[config.mk]
export PLATFORM = sky130hd
export DESIGN_NAME = ps2_rx_ctrl_flat
export DESIGN_NICKNAME = d
export VERILOG_FILES = /design/src/rtl/ps2_rx_ctrl_if.sv /design/src/rtl/ps2_rx_ctrl.sv /design/src/flat_wrapper.sv
export SDC_FILE = /design/constraint.sdc
export NUM_CORES = 1
export LEC_CHECK = 0
export ABC_AREA = 1
export CAP_MARGIN = 20
export CORE_MARGIN = 4
export CORE_UTILIZATION = 54
export DETAILED_ROUTE_END_ITERATION = 10
export PLACE_DENSITY = 0.88
export SYNTH_ARGS = -nofsm -noshare
export SYNTH_HDL_FRONTEND = slang
export SYNTH_SLANG_ARGS = --single-unit
[constraint.sdc]
create_clock -name clk_i -period 7.15 [get_ports clk_i]
set_input_delay 2.145 -clock clk_i [delete_from_list [all_inputs] [get_ports clk_i]]
set_output_delay 2.145 -clock clk_i [all_outputs]
set_load 0.01 [all_outputs]
[src/rtl/ps2_rx_ctrl_if.sv]
// ps2_rx_ctrl_if -- register bus between a host and the PS/2 receiver.
//   req_i          : one-cycle access request
//   write_enable_i : 1 = write, 0 = read
//   addr_i         : byte address (low 8 bits decoded by the receiver)
//   write_data_i   : write data
//   read_data_o    : registered read data
//   ready_o        : request delayed by one cycle
// Signal names keep the receiver's port naming so the map to the block's
// pin list is one-to-one. The master modport is the host side, and the
// slave modport is the receiver side.
interface ps2_rx_ctrl_if;
    logic        req_i;
    logic        write_enable_i;
    logic [31:0] addr_i;
    logic [31:0] write_data_i;
    logic [31:0] read_data_o;
    logic        ready_o;

    modport master (
        output req_i,
        output write_enable_i,
        output addr_i,
        output write_data_i,
        input  read_data_o,
        input  ready_o
    );

    modport slave (
        input  req_i,
        input  write_enable_i,
        input  addr_i,
        input  write_data_i,
        output read_data_o,
        output ready_o
    );
endinterface

[src/rtl/ps2_rx_ctrl.sv]
// ps2_rx_ctrl -- PS/2 keyboard receiver that feeds a byte FIFO and exposes
// it through a small register block.
//   clk_i   : sole clock, rising edge
//   rst_i   : synchronous active-high reset
//   kclk_i  : raw PS/2 clock (asynchronous, idles high)
//   kdata_i : raw PS/2 data (asynchronous, idles high)
//   bus     : register access port (ps2_rx_ctrl_if.slave)
//   irq_o   : level interrupt, FIFO non-empty and irq_en set
// Register map (addr[7:0]):
//   0x00 DATA   (R)  head byte, popped on read; 0 when empty
//   0x04 STATUS (R)  {overflow, frame_err, parity_err, 0, count[4:0]}
//   0x08 CTRL   (RW) bit0 irq_en, bit1 clear flags, bit2 flush FIFO
module ps2_rx_ctrl #(
    parameter int FIFO_DEPTH     = 4,
    parameter int TIMEOUT_CYCLES = 2000
) (
    input  logic         clk_i,
    input  logic         rst_i,
    input  logic         kclk_i,
    input  logic         kdata_i,
    ps2_rx_ctrl_if.slave bus,
    output logic         irq_o
);
    localparam int PTR_W = (FIFO_DEPTH > 1) ? $clog2(FIFO_DEPTH) : 1;
    localparam int WD_W  = $clog2(TIMEOUT_CYCLES + 1);
    localparam logic [4:0]      COUNT_FULL = 5'(FIFO_DEPTH);
    localparam logic [WD_W-1:0] WD_LIMIT   = WD_W'(TIMEOUT_CYCLES - 1);

    localparam logic [1:0] IDLE   = 2'd0;
    localparam logic [1:0] DATA   = 2'd1;
    localparam logic [1:0] PARITY = 2'd2;
    localparam logic [1:0] STOP   = 2'd3;

    localparam logic [7:0] ADDR_DATA   = 8'h00;
    localparam logic [7:0] ADDR_STATUS = 8'h04;
    localparam logic [7:0] ADDR_CTRL   = 8'h08;

    // ------------------------------------------------------------------
    // Input synchronizers: line 0 = kclk, line 1 = kdata. Both reset to the
    // idle-high level so a reset never fabricates a falling edge.
    // ------------------------------------------------------------------
    logic [1:0] line_raw;
    logic [1:0] line_sync;
    assign line_raw = {kdata_i, kclk_i};

    genvar gi;
    generate
        for (gi = 0; gi < 2; gi++) begin : g_sync
            logic meta_reg;
            logic sync_reg;
            always_ff @(posedge clk_i) begin
                if (rst_i) begin
                    meta_reg <= 1'b1;
                    sync_reg <= 1'b1;
                end else begin
                    meta_reg <= line_raw[gi];
                    sync_reg <= meta_reg;
                end
            end
            assign line_sync[gi] = sync_reg;
        end
    endgenerate

    logic kclk_sync;
    logic kdata_sync;
    logic kclk_last_reg;
    logic kclk_fall;
    assign kclk_sync  = line_sync[0];
    assign kdata_sync = line_sync[1];
    assign kclk_fall  = kclk_last_reg & ~kclk_sync;

    always_ff @(posedge clk_i) begin
        if (rst_i) kclk_last_reg <= 1'b1;
        else       kclk_last_reg <= kclk_sync;
    end

    // ------------------------------------------------------------------
    // Frame FSM and watchdog
    // ------------------------------------------------------------------
    logic [1:0]      state_reg, state_next;
    logic [2:0]      bit_cnt_reg, bit_cnt_next;
    logic [7:0]      shift_reg, shift_next;
    logic            parity_bit_reg, parity_bit_next;
    logic [WD_W-1:0] wd_reg, wd_next;
    logic            frame_done;
    logic            timeout;

    always_comb begin
        state_next      = state_reg;
        bit_cnt_next    = bit_cnt_reg;
        shift_next      = shift_reg;
        parity_bit_next = parity_bit_reg;
        wd_next         = wd_reg;
        frame_done      = 1'b0;
        timeout         = 1'b0;

        case (state_reg)
            IDLE: begin
                if (kclk_fall && !kdata_sync) begin
                    state_next   = DATA;
                    bit_cnt_next = 3'd0;
                end
            end
            DATA: begin
                if (kclk_fall) begin
                    shift_next[bit_cnt_reg] = kdata_sync;
                    bit_cnt_next            = bit_cnt_reg + 3'd1;
                    if (bit_cnt_reg == 3'd7) state_next = PARITY;
                end
            end
            PARITY: begin
                if (kclk_fall) begin
                    parity_bit_next = kdata_sync;
                    state_next      = STOP;
                end
            end
            default: begin
                if (kclk_fall) begin
                    state_next = IDLE;
                    frame_done = 1'b1;
                end
            end
        endcase

        // The watchdog only runs while a frame is in flight; a falling edge
        // restarts it and expiry abandons the partial byte.
        if (state_reg == IDLE) begin
            wd_next = '0;
        end else if (kclk_fall) begin
            wd_next = '0;
        end else if (wd_reg == WD_LIMIT) begin
            timeout    = 1'b1;
            state_next = IDLE;
            wd_next    = '0;
        end else begin
            wd_next = wd_reg + 1'b1;
        end
    end

    always_ff @(posedge clk_i) begin
        if (rst_i) begin
            state_reg      <= IDLE;
            bit_cnt_reg    <= 3'd0;
            shift_reg      <= 8'h00;
            parity_bit_reg <= 1'b0;
            wd_reg         <= '0;
        end else begin
            state_reg      <= state_next;
            bit_cnt_reg    <= bit_cnt_next;
            shift_reg      <= shift_next;
            parity_bit_reg <= parity_bit_next;
            wd_reg         <= wd_next;
        end
    end

    // Frame verdict at the stop edge. A bad stop bit outranks bad parity.
    logic parity_ok;
    logic frame_evt;
    logic parity_evt;
    assign parity_ok  = ^{shift_reg, parity_bit_reg};
    assign frame_evt  = (frame_done & ~kdata_sync) | timeout;
    assign parity_evt = frame_done & kdata_sync & ~parity_ok;

    // Good bytes are staged one cycle so the FIFO write lands in the cycle
    // after the stop edge.
    logic       push_req_reg;
    logic [7:0] push_data_reg;

    always_ff @(posedge clk_i) begin
        if (rst_i) begin
            push_req_reg  <= 1'b0;
            push_data_reg <= 8'h00;
        end else begin
            push_req_reg  <= frame_done & kdata_sync & parity_ok;
            push_data_reg <= shift_reg;
        end
    end

    // ------------------------------------------------------------------
    // Bus decode
    // ------------------------------------------------------------------
    logic [7:0] addr_lo;
    logic       rd_access;
    logic       ctrl_wr;
    logic       flag_clear;
    logic       fifo_flush;
    assign addr_lo    = bus.addr_i[7:0];
    assign rd_access  = bus.req_i & ~bus.write_enable_i;
    assign ctrl_wr    = bus.req_i & bus.write_enable_i & (addr_lo == ADDR_CTRL);
    assign flag_clear = ctrl_wr & bus.write_data_i[1];
    assign fifo_flush = ctrl_wr & bus.write_data_i[2];

    logic unused_bits;
    assign unused_bits = ^{bus.addr_i[31:8], bus.write_data_i[31:3]};

    // ------------------------------------------------------------------
    // Byte FIFO
    // ------------------------------------------------------------------
    logic [7:0]       mem [FIFO_DEPTH];
    logic [PTR_W-1:0] wr_ptr_reg;
    logic [PTR_W-1:0] rd_ptr_reg;
    logic [4:0]       count_reg;
    logic             fifo_full;
    logic             fifo_empty;
    logic             pop;
    logic             push_ok;
    logic             overflow_evt;

    assign fifo_full  = (count_reg == COUNT_FULL);
    assign fifo_empty = (count_reg == 5'd0);
    assign pop        = rd_access & (addr_lo == ADDR_DATA) & ~fifo_empty;
    // A pop in the same cycle frees the slot, so a full FIFO still accepts.
    assign push_ok      = push_req_reg & (~fifo_full | pop) & ~fifo_flush;
    assign overflow_evt = push_req_reg & fifo_full & ~pop & ~fifo_flush;

    always_ff @(posedge clk_i) begin
        if (push_ok) mem[wr_ptr_reg] <= push_data_reg;
    end

    always_ff @(posedge clk_i) begin
        if (rst_i || fifo_flush) begin
            wr_ptr_reg <= '0;
            rd_ptr_reg <= '0;
            count_reg  <= 5'd0;
        end else begin
            if (push_ok) wr_ptr_reg <= wr_ptr_reg + 1'b1;
            if (pop)     rd_ptr_reg <= rd_ptr_reg + 1'b1;
            case ({push_ok, pop})
                2'b10:   count_reg <= count_reg + 5'd1;
                2'b01:   count_reg <= count_reg - 5'd1;
                default: count_reg <= count_reg;
            endcase
        end
    end

    // ------------------------------------------------------------------
    // Control and sticky status flags. An event in the same cycle as a
    // clear wins, so no error is ever lost.
    // ------------------------------------------------------------------
    logic irq_en_reg;
    logic overflow_reg;
    logic frame_err_reg;
    logic parity_err_reg;

    always_ff @(posedge clk_i) begin
        if (rst_i) begin
            irq_en_reg     <= 1'b0;
            overflow_reg   <= 1'b0;
            frame_err_reg  <= 1'b0;
            parity_err_reg <= 1'b0;
        end else begin
            if (ctrl_wr) irq_en_reg <= bus.write_data_i[0];
            overflow_reg   <= (overflow_reg   & ~flag_clear) | overflow_evt;
            frame_err_reg  <= (frame_err_reg  & ~flag_clear) | frame_evt;
            parity_err_reg <= (parity_err_reg & ~flag_clear) | parity_evt;
        end
    end

    // ------------------------------------------------------------------
    // Read path
    // ------------------------------------------------------------------
    logic [31:0] status_word;
    logic [31:0] read_mux;
    logic [31:0] read_data_reg;
    logic        ready_reg;

    assign status_word = {23'h0, overflow_reg, frame_err_reg, parity_err_reg,
                          1'b0, count_reg};

    always_comb begin
        read_mux = 32'h0;
        case (addr_lo)
            ADDR_DATA:   read_mux = fifo_empty ? 32'h0 : {24'h0, mem[rd_ptr_reg]};
            ADDR_STATUS: read_mux = status_word;
            ADDR_CTRL:   read_mux = {31'h0, irq_en_reg};
            default:     read_mux = 32'h0;
        endcase
    end

    always_ff @(posedge clk_i) begin
        if (rst_i) begin
            read_data_reg <= 32'h0;
            ready_reg     <= 1'b0;
        end else begin
            if (rd_access) read_data_reg <= read_mux;
            ready_reg <= bus.req_i;
        end
    end

    assign bus.read_data_o = read_data_reg;
    assign bus.ready_o     = ready_reg;
    assign irq_o           = irq_en_reg & ~fifo_empty;
endmodule

[src/flat_wrapper.sv]
// flat-port wrapper written by rule: the top's interface ports become plain ports
module ps2_rx_ctrl_flat 
#(
    parameter int FIFO_DEPTH     = 4,
    parameter int TIMEOUT_CYCLES = 2000
)
  (clk_i, rst_i, kclk_i, kdata_i, irq_o, bus_req_i, bus_write_enable_i, bus_addr_i, bus_write_data_i, bus_read_data_o, bus_ready_o);
  ps2_rx_ctrl_if bus_i ();
  input  logic clk_i;
  input  logic rst_i;
  input  logic kclk_i;
  input  logic kdata_i;
  output logic irq_o;
  input wire logic [$bits(bus_i.req_i)-1:0] bus_req_i;
  input wire logic [$bits(bus_i.write_enable_i)-1:0] bus_write_enable_i;
  input wire logic [$bits(bus_i.addr_i)-1:0] bus_addr_i;
  input wire logic [$bits(bus_i.write_data_i)-1:0] bus_write_data_i;
  output wire logic [$bits(bus_i.read_data_o)-1:0] bus_read_data_o;
  output wire logic [$bits(bus_i.ready_o)-1:0] bus_ready_o;
  assign bus_i.req_i = bus_req_i;
  assign bus_i.write_enable_i = bus_write_enable_i;
  assign bus_i.addr_i = bus_addr_i;
  assign bus_i.write_data_i = bus_write_data_i;
  assign bus_read_data_o = bus_i.read_data_o;
  assign bus_ready_o = bus_i.ready_o;
  ps2_rx_ctrl #(.FIFO_DEPTH(FIFO_DEPTH), .TIMEOUT_CYCLES(TIMEOUT_CYCLES)) u_core (.clk_i(clk_i), .rst_i(rst_i), .kclk_i(kclk_i), .kdata_i(kdata_i), .bus(bus_i), .irq_o(irq_o));
endmodule
==> flow_metrics.tcl <==
set metrics [dict create \
    status "completed" \
    ant_nets 0 \
    routed_wl_um 8590 \
    via_per_inst 5.09 \
    period_share 0.677 \
    synth.largest_area_cell "dfxtp_1" \
    hold_end "u_core.g_sync[0].sync_reg$_SDFF_PP1_" \
    reg2reg_depth 17 \
    avgSynthCellArea_um2 8.45 \
    fin_crit_ps 4840 \
    netlist_area_um2 4490 \
    ff_latch_area_um2 2240 \
    irDropWorstVdd_mv 0.130 \
    layout_commonest_cell "nand2_1" \
    grt_overflow 0 \
    clkPwrFrac 0.382 \
    finalSetupViolations 0 \
    diodes 0 \
    p_seq_frac 0.582 \
    power.total_mw 0.965 \
    switchingPower_mw 0.222 \
    cp-end-kind "flop" \
    hold_depth 1 \
    cp_data_arrival_time_ps 5140 \
    finalHoldViolCount 0 \
    async_reset_ff_frac 0 \
    ctsHoldBuffers 0 \
    tns_ps 0 \
    slowest_stage "nor2_1" \
    synth_cell_types 42 \
    fmax_mhz 207 \
    core_area_um2 8180 \
    path_clk_slew_ps 100 \
    yosysWarnings 0 \
    start_kind "input pin" \
    grt_max_degree 24 \
    cts_setup_buffers 0 \
    final_cell_mix "105 x nand2_1, 64 x dfxtp_1, 63 x nor2_1" \
    drtIter0Drc 161 \
    min_from "u_core.g_sync[0].meta_reg$_SDFF_PP1_" \
    fin_nets 639 \
    num_rows 33 \
    ioPinCount 104 \
    cts_buffers 9 \
    drive_above_1_share 0.113 \
    path_class "input pin to flop" \
    fillCellCount 677 \
    p_leak_nw 2.01 \
    clkLatencyLatePin_ps 360 \
    synthCells 532 \
    rrSetupSlack_ps 4610 \
    ys_top_cells_by_area "dfxtp_1 29%, edfxtp_1 21%, nand2_1 8.8%" \
    intPower_mw 0.743 \
    routabilityCongestion 0.867 \
    crit_chain "clkdlybuf4s50_1 > inv_1 > nor2_1 > nand3_4 > nand2_4 > nand3_4 > ha_1 > nand2_1 > inv_1 > nor2_1 > ha_1 > a21o_1 > nand3_1 > nand2_1 > nand2_1 > nand2_1 > nand2_1 > a21oi_2" \
    slew_viol_final 0 \
    via_count 3408 \
    power_frac_comb 0.035 \
    h-tree-depth 3 \
    ys.flop_type "dfxtp_1" \
    relSlewSlack 0.436 \
    clock_sinks 96 \
    ys_seq_area_frac 0.499 \
    hpwl_um 6370 \
    cts_tree "yes" \
    die_x_um 99.2 \
    ys_ff_latch 96 \
    regToRegEndpoint "u_core.count_reg[4]$_SDFFE_PP0P_" \
    drc_errors 0 \
    slowest_delay_ps 640 \
    crit_fanout 11 \
    grt_pass1_wl_um 14500 \
    numPortBuffers 27 \
    synth_edf_count 32 \
    firstDrtPassIters 4 \
    power.share.switching 0.230 \
    synth_top_area_frac 0.285 \
    cap_violations 0 \
    crit_top_cell "nand2_1" \
    clockBufferDepth 2 \
    largest_reg_flops 32 \
    powerDensity_nw_per_um2 194 \
    track_usage 0.184 \
    die_area_um2 9850 \
    area_growth_syn_to_layout_pct 10.5 \
    root_buffer "clkbuf_8" \
    worst-endpoint-required_ps 7450 \
    initial_core_util 0.550 \
    wl_per_cell_um 12.8 \
    antenna_found_initial 0 \
    timing.rr.start "u_core.count_reg[2]$_SDFFE_PP0P_" \
    hp-class "flop to flop" \
    cts-resized-gates 0 \
    first_global_vias 3428 \
    rsz0062_at_grt "false" \
    multi_input_area_um2 1850 \
    fp.dieH_um 99.2 \
    worst_pin_slew_ps 843 \
    skew_ps 13.0 \
]
power groups by stage:
stage | sequential (mW) | combinational [mW] | clock (mW)
2_1_floorplan | 0.575 | 0.0283 | 0
6_report | 0.562 | 0.0339 | 0.369
3_5_place_dp | 0.575 | 0.0336 | 0
5_1_grt | 0.563 | 0.0376 | 0.398
3_3_place_gp | 0.575 | 0.0330 | 0
4_1_cts | 0.562 | 0.0337 | 0.371
per-stage QoR:
step / worst slack (ps) / hold WS, ps / cells / utilization / cell area, um2
after floorplan: 3070 / 389 / 554 / - / 4580
after global placement: 2070 / 398 / 653 / 0.582 / 4750
after detailed placement: 1940 / 405 / 653 / 0.582 / 4750
after CTS: 2320 / 432 / 669 / 0.607 / 4960
after global routing: 2010 / 448 / 669 / 0.607 / 4960
final: 2310 / 430 / 669 / 0.607 / 4960
cell families (layout without fill, tap and decap cells):
family | Yosys count | in the layout | share of synthesized area
other | 1 | 23 | 0.000834
buffers and inverters | 101 | 111 | 0.107
DFF | 96 | 96 | 0.499
and+or+nand+nor | 235 | 235 | 0.250
adders and majority gates | 10 | 10 | 0.0278
AOI/OAI and AO/OA | 81 | 81 | 0.0994
xor gates and xnor gates | 8 | 8 | 0.0156
layout make-up:
| class | count | area share |
|---|---|---|
| multi-input cells | 357 | 0.373 |
| clock buffers | 9 | 0.0249 |
| well taps | 105 | 0.0265 |
| repair buffers | 28 | 0.0559 |
| flip-flops and latches | 96 | 0.452 |
| clock inverters | 7 | 0.0174 |
| inverters | 67 | 0.0507 |
worst max-delay path by stage:
stage / start / end / slack, ps / cells after the start
after detailed placement: bus_req_i / u_core.count_reg[4]$_SDFFE_PP0P_ / 1940 / 18
after floorplan: bus_addr_i[7] / u_core.count_reg[4]$_SDFFE_PP0P_ / 3070 / 18
after global routing: bus_req_i / u_core.count_reg[4]$_SDFFE_PP0P_ / 2010 / 18
final: bus_req_i / u_core.count_reg[4]$_SDFFE_PP0P_ / 2310 / 18
after CTS: bus_req_i / u_core.count_reg[4]$_SDFFE_PP0P_ / 2320 / 18
after global placement: bus_req_i / u_core.count_reg[4]$_SDFFE_PP0P_ / 2070 / 18
worst max-delay path, delay by kind of cell:
family | cells | cell delay, ps
AND/OR/NAND/NOR | 11 | 1700
buffers and inverters | 3 | 570
adder cells (fa/ha/maj) | 2 | 500
AO/OA/AOI/OAI | 2 | 230
per-layer routing:
metal / GRT usage / up-vias / share of wire
met2: 0.331 / 91 / 0.52
met5: 0 / - / 0
met1: 0.199 / 1573 / 0.39
met4: 0.107 / 0 / 0.037
li1: - / 1715 / -
met3: 0.0358 / 29 / 0.052
cells in the mapped netlist (10+ instances only):
cell / count
nand3_1: 22
ha_1: 10
buf_4: 24
dfxtp_1: 64
nor2_2: 12
inv_1: 60
o21ai_0: 18
a21oi_1: 34
edfxtp_1: 32
nand2_1: 105
nor2_1: 63
o21ai_1: 15
Note: power is estimated with default switching activity, not from simulation.
